==> config.mk <==
export PLATFORM = sky130hd
export DESIGN_NAME = stream_distributor_flat
export DESIGN_NICKNAME = d
export VERILOG_FILES = /design/src/rtl/stream_distributor_if.sv /design/src/rtl/stream_distributor.sv /design/src/flat_wrapper.sv
export SDC_FILE = /design/constraint.sdc
export NUM_CORES = 1
export LEC_CHECK = 0
export ABC_AREA = 1
export CAP_MARGIN = 10
export CORE_ASPECT_RATIO = 0.5
export CORE_MARGIN = 5
export CORE_UTILIZATION = 38
export CTS_CLUSTER_DIAMETER = 100
export DETAILED_ROUTE_END_ITERATION = 16
export PLACE_DENSITY = 0.95
export SLEW_MARGIN = 20
export SYNTH_ARGS = -nofsm -noshare
export SYNTH_HDL_FRONTEND = slang
export SYNTH_SLANG_ARGS = --single-unit
==> constraint.sdc <==
create_clock -name iCLK -period 4.2 [get_ports iCLK]
set_clock_uncertainty 0.15 [all_clocks]
set_input_delay 0.84 -clock iCLK [delete_from_list [all_inputs] [get_ports iCLK]]
set_output_delay 0.84 -clock iCLK [all_outputs]
set_load 0.01 [all_outputs]
==> src/rtl/stream_distributor_if.sv <==
// stream_distributor_if: shared input stream plus two output streams of the distributor.
interface stream_distributor_if #(parameter int WIDTH0 = 32, parameter int WIDTH1 = 32);
  logic                     iValid_AM;
  logic                     oReady_AM;
  logic                     iSelect_AM;
  logic [WIDTH1+WIDTH0-1:0] iData_AM;
  logic                     oValid_BM0;
  logic                     iReady_BM0;
  logic [WIDTH0-1:0]        oData_BM0;
  logic                     oValid_BM1;
  logic                     iReady_BM1;
  logic [WIDTH1-1:0]        oData_BM1;
  modport master (
    output iValid_AM, iSelect_AM, iData_AM, iReady_BM0, iReady_BM1,
    input  oReady_AM, oValid_BM0, oData_BM0, oValid_BM1, oData_BM1
  );
  modport slave (
    input  iValid_AM, iSelect_AM, iData_AM, iReady_BM0, iReady_BM1,
    output oReady_AM, oValid_BM0, oData_BM0, oValid_BM1, oData_BM1
  );
endinterface

==> src/rtl/stream_distributor.sv <==
// stream_distributor: splits one {select, data1, data0} stream into two buffered output streams.
// Optional per-channel transfer counters are enabled with macro DISTRIBUTOR_COUNT_EN.
module stream_distributor_buf #(
  parameter int W     = 32,
  parameter     BURST = "yes"
) (
  input  logic         iCLK,
  input  logic         iRST,
  input  logic         i_wr,
  input  logic [W-1:0] i_data,
  input  logic         i_ready,
  output logic         o_space,
  output logic         o_valid,
  output logic [W-1:0] o_data
);
  typedef enum logic [1:0] {EMPTY, ONE, TWO} state_t;
  logic w_rd;
  assign w_rd = o_valid && i_ready;
  generate
    if (BURST == "yes") begin : g_burst
      state_t r_state;
      logic r_valid, r_space;
      logic [W-1:0] r_main, r_skid;
      always_ff @(posedge iCLK or negedge iRST)
        if (!iRST) begin
          r_state <= EMPTY;
          r_valid <= 1'b0;
          r_space <= 1'b1;
        end else
          case (r_state)
            EMPTY: if (i_wr) begin
              r_state <= ONE;
              r_valid <= 1'b1;
            end
            ONE: if (i_wr && !w_rd) begin
              r_state <= TWO;
              r_space <= 1'b0;
            end else if (!i_wr && w_rd) begin
              r_state <= EMPTY;
              r_valid <= 1'b0;
            end
            default: if (w_rd) begin
              r_state <= ONE;
              r_space <= 1'b1;
            end
          endcase
      // skid only fills when main is busy and not draining this cycle
      always_ff @(posedge iCLK) begin
        if (i_wr && (r_state == EMPTY || w_rd)) r_main <= i_data;
        else if (w_rd) r_main <= r_skid;
        if (i_wr && r_state == ONE && !w_rd) r_skid <= i_data;
      end
      assign o_valid = r_valid;
      assign o_space = r_space;
      assign o_data  = r_main;
    end else begin : g_single
      logic r_valid;
      logic [W-1:0] r_data;
      always_ff @(posedge iCLK or negedge iRST)
        if (!iRST) r_valid <= 1'b0;
        else if (i_wr) r_valid <= 1'b1;
        else if (w_rd) r_valid <= 1'b0;
      always_ff @(posedge iCLK)
        if (i_wr) r_data <= i_data;
      assign o_valid = r_valid;
      assign o_space = !r_valid;
      assign o_data  = r_data;
    end
  endgenerate
endmodule

module stream_distributor #(
  parameter int WIDTH0      = 32,
  parameter int WIDTH1      = 32,
  parameter     BURST       = "yes",
  parameter int COUNT_WIDTH = 16
) (
  input logic iCLK,
  input logic iRST,
  stream_distributor_if.slave s
`ifdef DISTRIBUTOR_COUNT_EN
  ,
  output logic [COUNT_WIDTH-1:0] oCount0,
  output logic [COUNT_WIDTH-1:0] oCount1
`endif
);
  logic w_space0, w_space1, w_wr0, w_wr1;
  // head-of-line blocking: readiness follows only the selected channel
  assign s.oReady_AM = s.iSelect_AM ? w_space1 : w_space0;
  assign w_wr0 = s.iValid_AM && !s.iSelect_AM && w_space0;
  assign w_wr1 = s.iValid_AM && s.iSelect_AM && w_space1;
  stream_distributor_buf #(.W(WIDTH0), .BURST(BURST)) u_buf0 (
    .iCLK(iCLK), .iRST(iRST), .i_wr(w_wr0), .i_data(s.iData_AM[WIDTH0-1:0]),
    .i_ready(s.iReady_BM0), .o_space(w_space0), .o_valid(s.oValid_BM0), .o_data(s.oData_BM0)
  );
  stream_distributor_buf #(.W(WIDTH1), .BURST(BURST)) u_buf1 (
    .iCLK(iCLK), .iRST(iRST), .i_wr(w_wr1), .i_data(s.iData_AM[WIDTH1+WIDTH0-1:WIDTH0]),
    .i_ready(s.iReady_BM1), .o_space(w_space1), .o_valid(s.oValid_BM1), .o_data(s.oData_BM1)
  );
`ifdef DISTRIBUTOR_COUNT_EN
  logic [COUNT_WIDTH-1:0] r_count0, r_count1;
  always_ff @(posedge iCLK or negedge iRST)
    if (!iRST) begin
      r_count0 <= '0;
      r_count1 <= '0;
    end else begin
      r_count0 <= r_count0 + COUNT_WIDTH'(s.oValid_BM0 && s.iReady_BM0);
      r_count1 <= r_count1 + COUNT_WIDTH'(s.oValid_BM1 && s.iReady_BM1);
    end
  assign oCount0 = r_count0;
  assign oCount1 = r_count1;
`else
  logic w_unused_cw;
  assign w_unused_cw = ^COUNT_WIDTH;
`endif
endmodule

==> src/flat_wrapper.sv <==
// flat-port wrapper written by rule: the top's interface ports become plain ports
module stream_distributor_flat 
#(
  parameter int WIDTH0      = 32,
  parameter int WIDTH1      = 32,
  parameter     BURST       = "   ",
  parameter int COUNT_WIDTH = 16
)
  (iCLK, iRST, s_iValid_AM, s_iSelect_AM, s_iData_AM, s_iReady_BM0, s_iReady_BM1, s_oReady_AM, s_oValid_BM0, s_oData_BM0, s_oValid_BM1, s_oData_BM1);
  stream_distributor_if #(.WIDTH0(WIDTH0), .WIDTH1(WIDTH1)) s_i ();
  input logic iCLK;
  input logic iRST;
  input wire logic [$bits(s_i.iValid_AM)-1:0] s_iValid_AM;
  input wire logic [$bits(s_i.iSelect_AM)-1:0] s_iSelect_AM;
  input wire logic [$bits(s_i.iData_AM)-1:0] s_iData_AM;
  input wire logic [$bits(s_i.iReady_BM0)-1:0] s_iReady_BM0;
  input wire logic [$bits(s_i.iReady_BM1)-1:0] s_iReady_BM1;
  output wire logic [$bits(s_i.oReady_AM)-1:0] s_oReady_AM;
  output wire logic [$bits(s_i.oValid_BM0)-1:0] s_oValid_BM0;
  output wire logic [$bits(s_i.oData_BM0)-1:0] s_oData_BM0;
  output wire logic [$bits(s_i.oValid_BM1)-1:0] s_oValid_BM1;
  output wire logic [$bits(s_i.oData_BM1)-1:0] s_oData_BM1;
  assign s_i.iValid_AM = s_iValid_AM;
  assign s_i.iSelect_AM = s_iSelect_AM;
  assign s_i.iData_AM = s_iData_AM;
  assign s_i.iReady_BM0 = s_iReady_BM0;
  assign s_i.iReady_BM1 = s_iReady_BM1;
  assign s_oReady_AM = s_i.oReady_AM;
  assign s_oValid_BM0 = s_i.oValid_BM0;
  assign s_oData_BM0 = s_i.oData_BM0;
  assign s_oValid_BM1 = s_i.oValid_BM1;
  assign s_oData_BM1 = s_i.oData_BM1;
  stream_distributor #(.WIDTH0(WIDTH0), .WIDTH1(WIDTH1), .BURST(BURST), .COUNT_WIDTH(COUNT_WIDTH)) u_core (.iCLK(iCLK), .iRST(iRST), .s(s_i));
endmodule
; ---- Word-level counts from Yosys, hierarchy flattened
; Index checks and enable logic that the tools add are counted.
[totals]
input_bits = 70
wordCells = 20
reg_bits = 66
out_inout_bits = 67
[op_classes]
mux = 5
n_reduce_logical = 11
[ops]
columns = operator, count
row1 = $logic_and A1 B1 Y1, 6
row2 = $mux W1, 5
row3 = $reduce_bool A2 Y1, 2
row4 = $logic_not A1 Y1, 3

; ---- Depth between registers and ports, before layout
; Gate-level depths: netlist of the first run.
[depth]
depth_word = 4
ltp_mapped = 3
depth_no_buf = 3

; ---- Hierarchy
; From an unflattened synthesis of the first run, not the netlist that was laid out.
[unflattened]
hier_cells = 83
hier_area_um2 = 2040.7
[modules_own_cells]
columns = module, seq_area_each_um2, instances, cells_each, area_per_inst_um2
row1 = stream_distributor_buf, 985.9, 2, 38, 1004.7
row2 = stream_distributor, 0.0, 1, 7, 31.3

; ---- Worst setup path before layout of the first run
; OpenSTA, ideal clock, no wires.
[synth_path]
path_type = input to register
start = input port s_iSelect_AM
end = register u_core.u_buf0.g_single.r_data[0] (netlist: u_core.u_buf0.o_data[0]), enable pin
setup_slack_ns = 2.049
arrival_ns = 1.614
stages = 3
required_ns = 3.663
path_buffers = 0
setup_time_ns = 0.387
path_cell_list = nor2_1 nand2_1 inv_1
[synth_between]
elab_chain_len = 3
[synth_rtl]
columns = element, line
row1 = from (decl), flat_wrapper.sv:14  ; input wire logic [$bits(s_i.iSelect_AM)-1:0] s_iSelect_AM;
row2 = $logic_not A1 Y1, stream_distributor.sv:90  ; assign w_wr0 = s.iValid_AM && !s.iSelect_AM && w_space0;
row3 = $logic_and A1 B1 Y1 (2 in series), stream_distributor.sv:90
row4 = via u_core.u_buf0.i_wr, stream_distributor.sv:9  ; input logic i_wr,
row5 = to (signal assigned), stream_distributor.sv:64  ; if (i_wr) r_data <= i_data;
row6 = to (decl), stream_distributor.sv:58  ; logic [W-1:0] r_data;
; The timed path passes the listed nets, and every way through them passes these cells.
; A chain may end at the register's enable or synchronous reset.

; ---- Worst setup path in the final report of the first run
[layout_path]
start = input port s_iSelect_AM
end = output port s_oReady_AM
[layout_between]
elab_chain_len = 1
[layout_rtl]
columns = element, line
row1 = $mux W1, stream_distributor.sv:89  ; assign s.oReady_AM = s.iSelect_AM ? w_space1 : w_space0;
row2 = to (decl), flat_wrapper.sv:18  ; output wire logic [$bits(s_i.oReady_AM)-1:0] s_oReady_AM;
; No other way between the ends.

==> run summary, run 1 <==
Core area - 5045 µm²
Fmax - 0.3245 GHz
Synth-to-layout area growth - 79.63%
Most frequent cells in the layout - 136 x clkdlybuf4s50_1, 64 x edfxtp_1, 9 x clkbuf_8
WL per Instance - 16.99 µm
Clk root buf - clkbuf_8
Startpoint types - primary input
Drt pass-1 iters - 4
Global-route wire length before repair - 7431 µm
Worst Setup Slack, final - 1119 ps
Post-CTS Hold Buffers - 0
Max Slew Vio Count - 0
Setup slack, reg-to-reg - 2700 ps
Pint - 1068 µW
Syn avg cell area - 25.34 µm²
Clock group share of total power - 0.306
ANT nets after route - 0
Initial Util - 0.4018
Largest net degree at the start of global routing - 33
# DRC - 0
Setup TNS - 0 ps
Tcrit/Tclk final - 0.7337
RSZ-0062 raised after global routing - no
Std cell rows - 18
Leading area contributor after synthesis - edfxtp_1
Hold Slack - 372.9 ps
Count of final hold-check violations - 0
DP HPWL - 4085 µm
Sequential element share of the synthesized area - 0.9728
Initial antenna violation count - 0
Final core utilization - 0.7217
Critical path class - in -> out
Via density - 4.234
Via count - 1283
Ranking of synthesized cells by area - edfxtp_1 95%, dfrtp_1 2.5%, nand2_1 1.1%
Max transition margin - 0.7337
Maximum vdd drop - 0.2225 mV
Hold Path Class - reg -> reg
Worst-path fanout max - 4
CP Data Required Time - 3210 ps
1st-iter DRT viols - 22
Die height - 61.65 µm
Clock slew at reported path FFs - 60 ps
Vias in the first global route - 1416
Num ports - 137
Number of synthesized register bits - 66
Max Cap Viol - 0
Post-synthesis cell type count - 7
Clk_lat worst skew - 320 ps
Post-Syn Instances - 80
Slew at the pin with the worst max-slew slack - 399.5 ps
# port buffers - 136
Routed WL - 5148 µm
Routability cong. - 0.7232
Yosys warning total - 0
Gate power share - 0.120
Synth Net Count - 150
Yosys top cell area share - 0.9481
Area of the mapped netlist - 2027 µm²
Pwr per Cell Area - 367.9 nW/µm²
GRT overflow - 0
Clk sinks - 66
Die W - 113.3 µm
Crit path DAT - 2090 ps
GRT Total Usage - 0.1521
CP endpoint kind - primary output
Pre-CTS WS - 1121 ps
Setup Buffers After CTS - 0
Sw frac - 0.2023
DIE AREA - 6983 µm²
Post-CTS Resized - 0
Commonest non-fill, non-tap cell in the layout - clkdlybuf4s50_1
Status - completed
H-Tree Depth - 3
TritonCTS Buffers - 9
CTS max path bufs - 2
Fraction of final layout cells with drive strength greater than 1 - 0.06009
Sw Pwr - 271.0 µW
Leak - 0.001296 µW
Final setup violation count - 0
Register share of total power - 0.574
# diodes - 0
CTS tree - yes
Layout net count - 299
Tmin final - 3081 ps
[power groups by stage]
stage | combinational [µW] | sequential [µW] | clock, µW
after floorplan | 15.3 | 799 | 0
after global placement | 158 | 781 | 0
after detailed placement | 162 | 783 | 0
after CTS | 163 | 769 | 426
after global routing | 169 | 770 | 465
final | 161 | 768 | 410
[worst max-delay path, stage by stage]
cell and delay (ps):
clkdlybuf4s50_1 530, nand2_1 70, o21ai_0 80, clkdlybuf4s50_1 570
[synthesized netlist by cell type]
| cell type | instances |
|---|---|
| nand3_1 | 1 |
| edfxtp_1 | 64 |
| dfrtp_1 | 2 |
| nand2_1 | 6 |
| o21ai_0 | 1 |
| inv_1 | 5 |
| nor2_1 | 1 |
[flip-flops by register name, summed over array words and instances, names as in the netlist]
signal,cells
u_core.u_buf0.o_data,32
u_core.u_buf1.o_data,32
u_core.u_buf0.o_valid,1
u_core.u_buf1.o_valid,1
[metrics by stage]
stage                     area [µm²]  std cells  total power [µW]
after floorplan                 2027         80             813.8
after global placement          3491        288             938.4
after detailed placement        3491        288             945.0
after CTS                       3641        303              1358
after global routing            3641        303              1404
final                           3641        303              1339
[logic make-up after synthesis]
kind of cell           Yosys count  synth area share
DFF                             66            0.9728
and+or+nand+nor                  8           0.01543
buffers and inverters            5          0.009260
AOI/OAI and AO/OA                1          0.002467
[layout make-up]
class / count / area [µm²]
inverters: 5 / 18.77
fillers: 338 / 1404
well taps: 70 / 87.58
multi-input cells: 9 / 36.28
clock buffers: 10 / 127.6
clock inverters: 5 / 22.52
repair buffers: 138 / 1376
flip-flops and latches: 66 / 1972
[worst paths after layout]
| path | start | depth (start not counted) | endpoint |
|---|---|---|---|
| setup / recovery | s_iSelect_AM | 4 | s_oReady_AM |
| hold / removal | u_core.u_buf1.o_valid | 2 | u_core.u_buf1.o_valid |
| setup reg to reg | u_core.u_buf0.o_valid | 4 | u_core.u_buf0.o_data[29] |
| hold reg to reg | u_core.u_buf1.o_valid | 2 | u_core.u_buf1.o_valid |
| max in group asynchronous | iRST | 1 | u_core.u_buf1.o_valid |
| min in group asynchronous | iRST | 1 | u_core.u_buf0.o_valid |
[routing by layer]
| metal | share of wire | GRT usage |
|---|---|---|
| met5 | 0 | 0 |
| met4 | 0.019 | 0.09075 |
| met3 | 0.051 | 0.05986 |
| met2 | 0.61 | 0.3098 |
| met1 | 0.32 | 0.1299 |
(Power assumes the default switching activity.)
==> inputs of run 2 (changes only) <==
--- a/config.mk
+++ b/config.mk
@@ -9,10 +9,10 @@
 export CAP_MARGIN = 10
 export CORE_ASPECT_RATIO = 0.5
 export CORE_MARGIN = 5
-export CORE_UTILIZATION = 38
+export CORE_UTILIZATION = 35
 export CTS_CLUSTER_DIAMETER = 100
 export DETAILED_ROUTE_END_ITERATION = 16
-export PLACE_DENSITY = 0.95
+export PLACE_DENSITY = 0.9
 export SLEW_MARGIN = 20
 export SYNTH_ARGS = -nofsm -noshare
 export SYNTH_HDL_FRONTEND = slang
==> constraint.sdc (replaced) <==
create_clock -name iCLK -period 2.9 [get_ports iCLK]
set_clock_uncertainty 0.15 [all_clocks]
set_input_delay 0.58 -clock iCLK [delete_from_list [all_inputs] [get_ports iCLK]]
set_output_delay 0.58 -clock iCLK [all_outputs]
set_load 0.01 [all_outputs]
==> run 2 against run 1 <==
- wire length increased by 2.3%
- clock-buffer cell count unchanged
- via count increased by 1.3%
- hold slack got worse by 89 ps
- critical endpoint unchanged
- highest routed layer unchanged
==> run summary, run 2 (synthesis gave the netlist of run 1 again) <==
Std cell rows - 19
Layout net count - 300
Slew at the pin with the worst max-slew slack - 402.7 ps
WL per Instance - 17.15 µm
# DRC - 0
1st-iter DRT viols - 48
Fraction of final layout cells with drive strength greater than 1 - 0.05983
Clk_lat worst skew - 310 ps
Post-CTS Hold Buffers - 0
Hold Path Class - in -> async
Most frequent cells in the layout - 136 x clkdlybuf4s50_1, 64 x edfxtp_1, 9 x clkbuf_16
Vias in the first global route - 1479
GRT Total Usage - 0.1414
H-Tree Depth - 3
Setup Buffers After CTS - 0
Routed WL - 5266 µm
DIE AREA - 7505 µm²
Crit path DAT - 1800 ps
Synth-to-layout area growth - 86.36%
ANT nets after route - 0
Fmax - 0.3947 GHz
Initial Util - 0.3659
CTS tree - yes
Via density - 4.235
Worst path cell trace - clkdlybuf4s50_1 -> nand2_1 -> o21ai_0 -> clkdlybuf4s50_1
CP Data Required Time - 2170 ps
Via count - 1300
Pwr per Cell Area - 617.3 nW/µm²
# port buffers - 136
Post-CTS Resized - 0
Clk sinks - 66
Drt pass-1 iters - 4
Maximum vdd drop - 0.3725 mV
Commonest non-fill, non-tap cell in the layout - clkdlybuf4s50_1
Tmin final - 2534 ps
Max transition margin - 0.7315
Die W - 117.6 µm
Placed Instances - 292
Slowest library cell on the worst path - clkdlybuf4s50_1
DP HPWL - 4251 µm
# diodes - 0
Critical path class - in -> out
Largest stage delay, worst path - 560 ps
Largest net degree at the start of global routing - 33
Setup TNS - 0 ps
Tcrit/Tclk final - 0.8737
Max Cap Viol - 0
Routability cong. - 0.7609
Count of final hold-check violations - 0
Startpoint types - primary input
Clk root buf - clkbuf_16
Clock slew at reported path FFs - 50 ps
GRT overflow - 0
Final setup violation count - 0
TritonCTS Buffers - 9
Global-route wire length before repair - 8162 µm
CTS max path bufs - 2
Initial antenna violation count - 0
Status - completed
Max Slew Vio Count - 0
Finished Layout Cells - 307
Core area - 5539 µm²
RSZ-0062 raised after global routing - no
Num ports - 137
Leak - 0.001355 µW
CP endpoint kind - primary output
Worst-path fanout max - 4
Most used cell, CP - clkdlybuf4s50_1
Die height - 63.81 µm
[run 2: cell types whose count changed in the layout (fill, tap and decap cells not counted)]
cell       change
clkinv_1       +1
clkbuf_8       -9
clkinv_2       -2
buf_4          +1
bufinv_16      +1
clkbuf_16      +9
[run 2: area by class of cell]
type,instances,area [µm²]
Timing Repair Buffer,139,1384
Sequential cell,66,1972
Inverter,5,18.77
Multi-Input combinational cell,9,36.28
Clock inverter,5,46.29
Clock buffer,10,229.0
Fill cell,424,1762
Tap cell,73,91.34
[run 2: metal layers]
| metal | track usage | vias up | wire length (µm) |
|---|---|---|---|
| met5 | 0 | - | 0 |
| met4 | 0.05866 | 0 | 107 |
| met3 | 0.04846 | 11 | 292 |
| met2 | 0.2739 | 57 | 3123 |
| met1 | 0.1400 | 626 | 1742 |
| li1 | - | 606 | - |
[run 2: final timing paths]
| kind | startpoint | end | slack, ps | depth (start not counted) |
|---|---|---|---|---|
| max | s_iSelect_AM | s_oReady_AM | 370 | 4 |
| max reg2reg | u_core.u_buf0.o_valid | u_core.u_buf0.o_data[8] | 1380 | 4 |
| max in group asynchronous | iRST | u_core.u_buf0.o_valid | 2190 | 1 |
| min reg2reg | u_core.u_buf1.o_valid | u_core.u_buf1.o_valid | 360 | 2 |
| min | iRST | u_core.u_buf1.o_valid | 280 | 1 |
| min in group iCLK | u_core.u_buf1.o_valid | u_core.u_buf1.o_valid | 360 | 2 |
[run 2: critical path, delay by kind of cell]
kind	cells	cell delay, ps
buffers and inverters	2	1080
and+or+nand+nor	1	70
AOI/OAI and AO/OA	1	70
[run 2: per-stage QoR]
step                      setup WS (ps)    util  total power, µW  instance area [µm²]  hold WS, ps
after global placement            394.2  0.6323             1361                 3502        339.2
after detailed placement          364.1  0.6323             1371                 3502        351.8
final                             366.2  0.6820             2332                 3777        283.8
after CTS                         363.9  0.6820             2367                 3777        274.4
after floorplan                    1009       -             1179                 2027        134.4
after global routing              315.4  0.6820             2431                 3777        275.8
[run 2: where the power goes]
part | internal (µW) | leakage (µW) | switching, µW
clock network | 648 | 0.000135 | 335
registers | 1100 | 0.000618 | 12.9
logic | 154 | 0.000602 | 80.1
total | 1900 | 0.00135 | 428
==> inputs of run 3 (changes only) <==
--- a/config.mk
+++ b/config.mk
@@ -8,7 +8,7 @@
 export ABC_AREA = 1
 export CAP_MARGIN = 10
 export CORE_ASPECT_RATIO = 0.5
-export CORE_MARGIN = 5
+export CORE_MARGIN = 2
 export CORE_UTILIZATION = 35
 export CTS_CLUSTER_DIAMETER = 100
 export DETAILED_ROUTE_END_ITERATION = 16
==> run 3 against run 2 <==
- sequential share of layout area up 0.44 points
- sequential power barely moved
- hold slack worse by 8.5 ps
- design area fell by 0.83%
- critical path depth is the same
- register-to-register slack hardly changed
- total power shrank 3.6%
- wire length down 6.9%
- via count rose by 0.38%
- global-route usage is 1.3 points higher
==> run summary, run 3 (synthesis gave the netlist of run 1 again) <==
Via count - 1305
Die W - 111.6 µm
Via density - 4.265
WP buf/inv - 2
Critical Path Source - s_iSelect_AM
Vias in the first global route - 1371
Fraction of final layout cells with drive strength greater than 1 - 0.06009
Reg2reg start - u_core.u_buf1.o_valid
Slowest library cell on the worst path - clkdlybuf4s50_1
Clk root buf - clkbuf_16
RSZ-0062 raised after global routing - no
Drt pass-1 iters - 6
Worst-path fanout max - 4
Maximum vdd drop - 0.3493 mV
# diodes - 0
CP Capture Point - s_oReady_AM
Leak - 0.001342 µW
Core area - 5539 µm²
Max Cap Viol - 0
Layout net count - 299
CTS max path bufs - 2
GRT Total Usage - 0.1540
Num ports - 137
1st-iter DRT viols - 47
Clk_lat worst skew - 320 ps
Fillers - 404
Status - completed
Routability cong. - 0.7591
ANT nets after route - 0
Post-CTS Hold Buffers - 0
H-Tree Depth - 3
Max transition margin - 0.7466
Fmax - 0.3899 GHz
Hold Path Class - in -> async
Tcrit/Tclk final - 0.8844
Worst reg-to-reg path cell count - 4
CP delay by family, top - buffers and inverters
Largest net degree at the start of global routing - 33
GRT overflow - 0
Final setup violation count - 0
Routed WL - 4904 µm
TritonCTS Buffers - 9
Clk sinks - 66
Count of final hold-check violations - 0
Slew at the pin with the worst max-slew slack - 380.1 ps
Critical path depth - 4
# DRC - 0
Synth-to-layout area growth - 84.81%
Commonest non-fill, non-tap cell in the layout - clkdlybuf4s50_1
Register area - 1972 µm²
WL per Instance - 16.03 µm
Most used cell, CP - clkdlybuf4s50_1
Crit path DAT - 1830 ps
Max Slew Vio Count - 0
Setup slack, reg-to-reg - 1370 ps
CP Data Required Time - 2170 ps
Std cell rows - 19
Setup Buffers After CTS - 0
Die height - 57.81 µm
Final core utilization - 0.6763
# port buffers - 136
Startpoint types - primary input
Largest stage delay, worst path - 570 ps
DP HPWL - 3760 µm
Area of the multi-input gates - 36.28 µm²
Post-CTS Resized - 0
Clock slew at reported path FFs - 50 ps
CTS tree - yes
Initial Util - 0.3659
CP endpoint kind - primary output
Tmin final - 2565 ps
R2r endpoint - u_core.u_buf1.o_data[15]
Worst path cell trace - clkdlybuf4s50_1 -> nand2_1 -> o21ai_0 -> clkdlybuf4s50_1
Critical path class - in -> out
Pwr per Cell Area - 600.2 nW/µm²
Global-route wire length before repair - 7024 µm
DIE AREA - 6453 µm²
Most frequent cells in the layout - 136 x clkdlybuf4s50_1, 64 x edfxtp_1, 9 x clkbuf_16
Initial antenna violation count - 0
Setup TNS - 0 ps
-- run 3: cell types whose count changed in the layout (fill, tap and decap cells not counted), sizes merged --
cell and delta:
clkinv +1, buf -1, bufinv -1
-- run 3: through the flow --
stage | setup slack [ps] | cells | total power [µW] | hold WS, ps | cell area, µm²
global route | 299.2 | 306 | 2326 | 279.6 | 3746
finish | 335.2 | 306 | 2249 | 275.3 | 3746
detailed placement | 342.5 | 291 | 1368 | 354.4 | 3495
global placement | 403.4 | 291 | 1358 | 337.8 | 3495
floorplan | 1009 | 80 | 1179 | 134.4 | 2027
CTS | 341.8 | 306 | 2271 | 269.4 | 3746
-- run 3: where the power goes --
part	internal [µW]	leakage (µW)	switching, µW
Combinational	153	0.000597	79.9
Sequential	1100	0.000618	13.1
Clock	560	0.000127	340
-- run 3: worst register-to-register path, cell delays in order, from the launching register on --
cell,delay (ps)
dfrtp_1,390
inv_1,100
nand3_1,110
inv_1,70
buf_4,340
-- run 3: worst min-delay path by stage --
stage | start | end | depth (start not counted)
finish | iRST | u_core.u_buf0.o_valid | 1
global route | iRST | u_core.u_buf1.o_valid | 1
CTS | iRST | u_core.u_buf0.o_valid | 1
detailed placement | u_core.u_buf1.o_valid | u_core.u_buf1.o_valid | 2
global placement | u_core.u_buf1.o_valid | u_core.u_buf1.o_valid | 2
floorplan | iRST | u_core.u_buf0.o_valid | 0
-- run 3: area by class of cell --
cell class | instances | area share
clock buffer | 10 | 0.06112
clock inverter | 5 | 0.006012
inverter | 5 | 0.005010
multi-input combinational | 9 | 0.009686
sequential | 66 | 0.5264
tap | 73 | 0.02438
timing repair buffer | 138 | 0.3674
-- run 3: routing by layer --
metal	part of all wire	wire length [µm]	up-vias	track usage
met3	0.041	199	11	0.05858
met1	0.33	1635	647	0.1406
met4	0.028	137	0	0.1058
li1	-	-	603	-
met5	0	0	-	0
met2	0.60	2931	44	0.2909
==> RTL edit: new RTL, config.mk and constraints of run 3 <==
`WIDTH0` is set to 32 in 3 places; all go to 16.
--- a/src/rtl/stream_distributor_if.sv
+++ b/src/rtl/stream_distributor_if.sv
@@ -1,5 +1,5 @@
 // stream_distributor_if: shared input stream plus two output streams of the distributor.
-interface stream_distributor_if #(parameter int WIDTH0 = 32, parameter int WIDTH1 = 32);
+interface stream_distributor_if #(parameter int WIDTH0 = 16, parameter int WIDTH1 = 32);
   logic                     iValid_AM;
   logic                     oReady_AM;
   logic                     iSelect_AM;
--- a/src/rtl/stream_distributor.sv
+++ b/src/rtl/stream_distributor.sv
@@ -70,7 +70,7 @@
 endmodule
 
 module stream_distributor #(
-  parameter int WIDTH0      = 32,
+  parameter int WIDTH0      = 16,
   parameter int WIDTH1      = 32,
   parameter     BURST       = "yes",
   parameter int COUNT_WIDTH = 16
--- a/src/flat_wrapper.sv
+++ b/src/flat_wrapper.sv
@@ -1,7 +1,7 @@
 // flat-port wrapper written by rule: the top's interface ports become plain ports
 module stream_distributor_flat 
 #(
-  parameter int WIDTH0      = 32,
+  parameter int WIDTH0      = 16,
   parameter int WIDTH1      = 32,
   parameter     BURST       = "   ",
   parameter int COUNT_WIDTH = 16
Ports: changed (resized s_iData_AM and s_oData_BM0); port bits go from 137 to 105. No check against the original RTL was run, so the function may have changed too.
==> RTL edit against run 3 <==
- sequential power is 25% lower
- cell area is 26% lower
- worst setup slack better by 55 ps
- sequential share of layout area is 0.93 points higher
- sequential cell count is 16 lower
- routed wire length is 30% lower
- final cell count is 24% lower
- total power is 33% lower
- utilization is 3.2 points lower
- global-route usage is 1.6 points lower
- synthesized area is 24% lower
- largest cell class unchanged
- largest power group unchanged
- highest routed layer unchanged
==> RTL edit: results (changes against run 3) <==
metric	value	unit	change
Hold WS	293	ps	+17.5 ps
placed cell count	226		-22%
Leak	0.992	nW	-26%
ys async rst share	0.0400		+0.00970
vias in the first global route	1039		-24%
HPWL Detailed	2.77	mm	-26%
Worst-Skew Late Latency	290	ps	-30 ps
pre-CTS setup slack	384	ps	+41.7 ps
worst-margin pin slew	604	ps	+224 ps
final wirelength	3.45	mm	-30%
Tcrit/Tclk final	0.865		-0.0190
TritonCTS Buffers	5		-4
r2r setup slk	1350	ps	-20 ps
Peak VDD IR	0.237	mV	-32%
WL met3	158	um	-21%
R2R cell count	3		-1
Vias/cell	4.13		-3.2%
layout cell share with drive strength beyond 1	0.0508		-0.00924
met1 Use GR	0.133		-0.00780
synth top area cells	edfxtp_1 93%, dfrtp_1 3.2%, nand2_1 1.5%, inv_1 1.2%, nand3_1 0.32%		
DR iter-0 viols	34		-28%
dpl cell area	2670	um2	-24%
status	finished clean		
WL/cell	14.8	um	-7.9%
met3 Track Usage GR	0.0465		-0.0121
Routed met1 length	1.15	mm	-30%
syn_area_per_cell	24.2	um2	-4.6%
Critical R2R Capture	u_core.u_buf0.o_data[5]$_DFFE_PP_		
DR pass1 iterations	2		-4
Synth top cells by count	48 x edfxtp_1, 6 x nand2_1, 5 x inv_1, 2 x dfrtp_1		
CTS H-tree lvls	2		-1
Final GP Congestion	0.664		-12%
first-pass GRT wire length	5.03	mm	-28%
-- RTL edit: cell count changes after synthesis --
cell / before / now
edfxtp_1: 64 / 48
-- RTL edit: report_power, final --
group / internal (mW) / switching [mW]
clock network: 0.263 / 0.228
logic: 0.118 / 0.0606
registers: 0.832 / 0.0100
-- RTL edit: cell type report --
cell class / instances / area, um2 / share of cell area
Inverter: 5 / 18.8 / 0.00674
Multi-Input combinational cell: 9 / 36.3 / 0.0130
Sequential cell: 50 / 1490 / 0.536
Clock inverter: 3 / 48.8 / 0.0175
Clock buffer: 5 / 68.8 / 0.0247
Tap cell: 57 / 71.3 / 0.0256
Timing Repair Buffer: 105 / 1050 / 0.377
-- RTL edit: logic make-up (layout without fill, tap and decap cells) --
family | Yosys count | in the layout | share of synthesized area
DFF | 50 | 50 | 0.964
and+or+nand+nor | 8 | 8 | 0.0202
buffers and inverters | 5 | 118 | 0.0121
AOI/OAI and AO/OA | 1 | 1 | 0.00323
